`config.mk`:
```
export PLATFORM = sky130hd
export DESIGN_NAME = pc_jump_unit
export DESIGN_NICKNAME = d
export VERILOG_FILES = /design/src/rtl/pc_jump_unit.sv
export SDC_FILE = /design/constraint.sdc
export NUM_CORES = 1
export LEC_CHECK = 0
export CAP_MARGIN = 30
export CORE_UTILIZATION = 35
export CTS_BUF_LIST = sky130_fd_sc_hd__clkbuf_16
export DETAILED_ROUTE_END_ITERATION = 7
export PLACE_DENSITY = 0.58
export SLEW_MARGIN = 20
export SYNTH_ARGS = -nofsm -noshare
export SYNTH_HDL_FRONTEND = slang
export SYNTH_SLANG_ARGS = --single-unit
```
`constraint.sdc`:
```
create_clock -name clk -period 7 [get_ports clk]
set_clock_uncertainty 0.2 [all_clocks]
set_input_delay 1.4 -clock clk [delete_from_list [all_inputs] [get_ports clk]]
set_output_delay 1.4 -clock clk [all_outputs]
set_load 0.02 [all_outputs]
```
`src/rtl/pc_jump_unit.sv`:
```
// pc_jump_unit: fetch-stage PC register and next-PC generator.
// Covers sequential, branch, J, JAL, JR and return flow. JAL pushes its link
// address onto a small circular return-address stack, and RET pops it.
module pc_jump_unit #(
    parameter int                ADDR_W    = 32,
    parameter int                IDX_W     = 26,
    parameter logic [ADDR_W-1:0] RESET_PC  = '0,
    parameter int                RAS_DEPTH = 4
) (
    input  logic              clk,
    input  logic              rst_n,
    input  logic              stall,
    input  logic [2:0]        mode,
    input  logic              br_taken,
    input  logic [15:0]       imm16,
    input  logic [IDX_W-1:0]  instr_idx,
    input  logic [ADDR_W-1:0] reg_target,
    output logic [ADDR_W-1:0] pc,
    output logic [ADDR_W-1:0] pc_plus4,
    output logic [ADDR_W-1:0] ras_top,
    output logic              ras_empty,
    output logic              ras_full,
    output logic              ras_ovf
);
    localparam int PW = $clog2(RAS_DEPTH);

    localparam logic [2:0] M_BR  = 3'd1;
    localparam logic [2:0] M_J   = 3'd2;
    localparam logic [2:0] M_JAL = 3'd3;
    localparam logic [2:0] M_JR  = 3'd4;
    localparam logic [2:0] M_RET = 3'd5;

    logic [ADDR_W-1:0] ras_mem [RAS_DEPTH];
    logic [PW-1:0]     ras_ptr;   // slot holding the newest entry
    logic [PW-1:0]     ras_ptr_inc;
    logic [PW:0]       ras_cnt;

    logic [ADDR_W-1:0] br_off, j_tgt, jr_tgt, pc_next;
    logic              push, pop;

    assign pc_plus4    = pc + ADDR_W'(4);
    assign br_off      = {{(ADDR_W-18){imm16[15]}}, imm16, 2'b00};
    assign j_tgt       = {pc_plus4[ADDR_W-1:IDX_W+2], instr_idx, 2'b00};
    assign jr_tgt      = {reg_target[ADDR_W-1:2], 2'b00};
    assign ras_ptr_inc = ras_ptr + PW'(1);

    assign ras_empty = (ras_cnt == '0);
    assign ras_full  = (ras_cnt == (PW+1)'(RAS_DEPTH));
    // Popped slots are not cleared, so mask the read when the stack is empty.
    assign ras_top   = ras_empty ? '0 : ras_mem[ras_ptr];

    // Next-PC select and stack operation decode. Reserved modes fall to SEQ.
    always_comb begin
        pc_next = pc_plus4;
        push    = 1'b0;
        pop     = 1'b0;
        case (mode)
            M_BR:  if (br_taken) pc_next = pc_plus4 + br_off;
            M_J:   pc_next = j_tgt;
            M_JAL: begin
                pc_next = j_tgt;
                push    = 1'b1;
            end
            M_JR:  pc_next = jr_tgt;
            M_RET: begin
                if (!ras_empty) begin
                    pc_next = ras_top;
                    pop     = 1'b1;
                end else begin
                    pc_next = jr_tgt;
                end
            end
            default: ;
        endcase
    end

    // PC and stack state. A stall freezes everything, including the overflow flag.
    // A push onto a full stack lands on the oldest slot, which is the one after the top.
    always_ff @(posedge clk or negedge rst_n) begin
        if (!rst_n) begin
            pc      <= RESET_PC;
            ras_ptr <= '0;
            ras_cnt <= '0;
            ras_ovf <= 1'b0;
            for (int i = 0; i < RAS_DEPTH; i++) ras_mem[i] <= '0;
        end else if (!stall) begin
            pc <= pc_next;
            if (push) begin
                ras_ptr              <= ras_ptr_inc;
                ras_mem[ras_ptr_inc] <= pc_plus4;
                if (ras_full) ras_ovf <= 1'b1;
                else          ras_cnt <= ras_cnt + (PW+1)'(1);
            end else if (pop) begin
                ras_ptr <= ras_ptr - PW'(1);
                ras_cnt <= ras_cnt - (PW+1)'(1);
            end
        end
    end
endmodule

```
==> Yosys cells after proc, flatten, opt, wreduce, memory -nomap -nowiden <==
Cells that the tools add are included.
{ "classes": {"add_sub_neg": 6, "magnitude_cmp": 3, "eq_ne": 7, "muxes": 18, "n_bitwise": 3, "reduce_logical": 8} }
{ "ops": {"columns": ["op", "count"], "rows": [
  ["two-way mux 32 bit", 6],
  ["bitwise mux 128 bit", 1],
  ["one-hot mux 32 bit (4 select lines)", 1],
  ["binary-select mux 32 bit (select 2 bit)", 1],
  ["demux 32 bit (select 2 bit)", 1],
  ["adder 32 x 3 -> 32 bit, second input constant", 1],
  ["adder 32 bit", 1],
  ["equality test 3 bit, second input constant", 3],
  ["two-way mux 3 bit", 3],
  ["equality test 3 x 2 -> 1 bit, second input constant", 2],
  [">= comparator 3 bit, second input constant", 2],
  ["inverter 2 -> 3 bit", 2],
  ["AND reduction 3 bit", 2],
  ["two-way mux 2 bit", 2],
  ["AND reduction 2 bit", 2],
  ["adder 3 x 1 -> 3 bit, second input constant", 1],
  ["equality test 3 x 1 -> 1 bit, second input constant", 1],
  ["zero test 3 bit", 1],
  ["less-than comparator 3 x 1 -> 1 bit, second input constant", 1],
  ["two-way mux 1 bit", 3],
  ["subtractor 3 x 1 -> 3 bit, second input constant", 1],
  ["adder 2 x 1 -> 2 bit, second input constant", 1],
  ["inequality test 2 bit, second input constant", 1],
  ["nonzero test 2 bit", 1],
  ["4 further kinds", 4]
]} }
{ "word_totals": {"register_bits": 166, "input_bits": 81, "output_inout_bits": 99, "elab_cells": 53} }

==> Longest topological paths before layout <==
{ "logic_depth": {"word_depth": 7, "mapped_depth": 17, "depth_no_buf": 16} }

==> Worst setup path after synthesis <==
OpenSTA, ideal clock, no wires.
{ "synth_path": {"kind": "register -> register", "startpoint": "register pc[2]", "endpoint": "register pc[31]", "setup_ns": 0.069, "arrival_time_ns": 4.166, "t_required_ns": 6.731, "setup_slack_ns": 2.565, "path_stages_with_launch": 17, "path_buffers": 0, "period_less_slack_ns": 4.435, "cell_sequence": "dfrtp_1 > ha_1 > nand4_2 > or4_4 > nor2_4 > nand3_1 > xor2_1 > inv_1 > ha_1 > a21oi_2 > o21ai_2 > a2111oi_2 > nor2_1 > a211o_1 > or3_1 > a311o_1 > nand3_1"} }
{ "synth_between": {"elab_chain_cells": 4} }
{ "synth_lines": {"columns": ["element", "line_no", "text"], "rows": [
  ["from (decl)", "18", "output logic [ADDR_W-1:0] pc,"],
  ["from (signal assigned)", "87", "pc <= pc_next;"],
  ["adder 32 x 3 -> 32 bit", "41", "assign pc_plus4 = pc + ADDR_W'(4);"],
  ["named net pc_plus4[26]", "19", "output logic [ADDR_W-1:0] pc_plus4,"],
  ["adder 32 bit", "58", "M_BR: if (br_taken) pc_next = pc_plus4 + br_off;"],
  ["two-way mux 32 bit", "58", null],
  ["one-hot mux 32 bit (4 select lines)", "57", "case (mode)"]
]} }
The timed path passes the listed nets, and every way through them passes these cells.
A chain may end at the register's enable or synchronous reset.

==> Worst setup path after layout <==
{ "layout_path": {"startpoint": "register pc[2]", "endpoint": "output port pc_plus4[28]"} }
{ "layout_between": {"elab_chain_cells": 1} }
{ "layout_lines": {"columns": ["element", "line_no"], "rows": [
  ["adder 32 x 3 -> 32 bit", "41"],
  ["to (decl)", "19"]
]} }
No other way between the ends.

==> results.md <==
* Routed Antenna Nets at 0
* Routed WL per cell at 21.4 um
* Clk slew on worst S/H paths at about 70 ps
* Share of cells above drive strength 1 at 0.0923
* Max_cap viols at 0
* CP bufs+invs at 2
* DPL Wire Length at 28,600 um
* Arrival time of the worst setup path at between 3000 and 4000 ps
* Failing checks: DRC
* Vias in the first global route at around 9,800
* Skew-Pair Late Insertion Delay at 440 ps
* Remaining Overflow, GRT at 0
* Setup TNS at 0 ps
* Placeable Area at around 30,000 sq um
* CP peak stage delay at ~650 ps
* Register area share after synthesis at 0.377
* Worst path cell trace: ha_1 -> nand4_2 -> or4_4 -> nor2_4 -> nand4_1 -> xor2_1 -> inv_1 -> clkdlybuf4s50_1
* Top Family by Delay on Critical Path: simple AND/OR/NAND/NOR gates
* CP max FO at 10
* Largest net degree at the start of global routing at between 60 and 70
* Yosys cell types at 85
* CP Launch Type: register
* Worst min path class: reg2reg
* Synth top area cells: dfrtp_1, o21ai_0, mux4_2
* Post-layout power at between 5000 and 6000 uW
* Post-CTS Resized at 0
* Worst Setup SP: pc[2]
* DR DRC count at 6
* Die area at approximately 32,000 sq um
* Nets@finish at 1,520
* Area Growth Syn to Fin at 24.5%
* PD cells at ~390 nW/um^2
* Mapped Cells at between 1,000 and 1,500
* Root buffer cell: clkbuf_16
* Syn Area/Cell at approximately 9 sq um
* Port buffer count at between 150 and 200
* Post-synth top area share at 0.377
* Die Ht at ~180 um
* Setup CP Type: reg2out
* Routed vias/inst at approximately 5.6
* Synth area leader: dfrtp_1
* Antenna Cells at 0
* CTS tree: yes
* Max clock buf depth at 2
* Hold buffer count at cts at 0
* Post-route clock period utilization at 0.777
* Initial drt markers at 861
* Reg2Reg Setup Slack at around 1900 ps
* Fmax at 0.184 GHz
* Max rail drop VDD at between 0.00015 and 0.0002 V
* Placed insts at 1,774
* Final number of setup-violating endpoints at 0
* Die width at between 150 and 200 um
* Min-Delay Startpoint: ras_ovf
* Final Hold Viols at 0
* Slowest cell on crit path: xor2_1
* Flops & latches, synth at around 170
* GPL Wtd Cong at between 0.9 and 1
* Main synth FF type: dfrtp_1
* RSZ-0062 raised after global routing: no
* Num rows at 64
* Vias at ~10,000
* I/O pin count at 180
* Synth Net Count at between 1,000 and 1,500
* Initial DRT Pass Iterations at 8
* R2R Path Start: pc[2]
* Post-CTS setup buffer count at 0
* Yosys warnings at 0
* Status: complete, but fails checks
* Post-synth EDFFs at 0
* Pins over their slew limit at 0
* H-tree Lvls at 4
* CTS sink cnt at approximately 170
* CTS Buf Count at 17
* Initial Util at 0.358
* Rel. slew slack at 0.402
* Synth async-reset ratio at 1.00
* Mapped cell area at approximately 11,000 sq um
* Final min period at 5440 ps
* Final WL at just under 40,000 um
* Worst-Margin Slew at 896 ps
* WP data required at 5400 ps
* Antenna violations before repair at 0
* Worst Setup End Kind: primary output
* First-pass GRT wire length at about 59,000 um
* Leakage power at approximately 0.0058 uW
* GRT Overall Usage at 0.246
* Post-Layout Cell Count at 1,805
## final timing paths
kind / end / cells after the start
min in group asynchronous: pc[3] / 1
worst max register to register: pc[31] / 16
worst min-delay path: ras_ovf / 1
worst min register to register: ras_ovf / 1
max in group asynchronous: ras_mem[48] / 2
worst max-delay path: pc_plus4[28] / 8
## per-layer routing
layer / global-route usage / vias up / part of all wire
met5: 0 / - / 0
met1: 0.350 / 4936 / 0.46
met2: 0.383 / 374 / 0.46
met4: 0.0910 / 0 / 0.032
li1: - / 4800 / -
met3: 0.0316 / 69 / 0.054
## cell usage after synthesis (all sizes together), types with 13 or more instances
cell / n
a211oi: 15
a21oi: 90
and2: 38
and3: 13
buf: 16
clkbuf: 61
dfrtp: 166
ha: 40
inv: 49
mux4: 32
nand2: 190
nand3: 25
nor2: 88
nor3: 27
o21ai: 186
o22ai: 16
xnor2: 26
xor2: 21
## flip-flops by register name, summed over array words and instances, names as in the netlist
name,flops
ras_mem,128
ras_ptr,2
pc,32
ras_ovf,1
ras_cnt,3
## cell type report
class,instances,area (sq um)
Fill cell,3037,17000
Multi-Input combinational cell,967,6350
Sequential cell,166,4160
Timing Repair Buffer,196,1910
Tap cell,396,495
Clock buffer,17,425
Clock inverter,14,184
Inverter,49,184
## power by group
part,switching (uW),internal (uW),total (uW)
clock,400,594,993
combinational,1540,1190,2730
sequential,255,1320,1580
## placed cells by master, fill, tap and decap left out, types with 19 or more instances in the layout
cell | netlist | layout
nand2_1 | 190 | 186
o21ai_0 | 181 | 181
clkdlybuf4s50_1 | 0 | 175
dfrtp_1 | 166 | 165
a21oi_1 | 87 | 87
nor2_1 | 86 | 86
inv_1 | 46 | 47
ha_1 | 40 | 40
and2_1 | 38 | 38
mux4_2 | 32 | 32
nor3_1 | 26 | 26
xnor2_1 | 25 | 25
nand3_1 | 22 | 22
xor2_1 | 21 | 21
buf_4 | 5 | 19
## cells by family (layout without fill, tap and decap cells)
family	after synthesis	in the layout	synth area share
XOR/XNOR	47	47	0.0391
buffers and inverters	126	276	0.0463
adder cells (fa/ha/maj)	42	42	0.0491
multiplexers	49	49	0.0823
flip-flops	166	166	0.377
AO/OA/AOI/OAI	409	409	0.228
AND/OR/NAND/NOR	420	420	0.178
## through the flow
stage          area (sq um)  utilization  setup WS, ps  hold slack [ps]
5_1_grt               13700        0.446          1360              287
3_3_place_gp          13100        0.426          1910              256
6_report              13700        0.446          1560              261
2_1_floorplan         11000            -          2560              245
3_5_place_dp          13100        0.426          1890              260
4_1_cts               13700        0.446          1610              272
(Power assumes the default switching activity.)
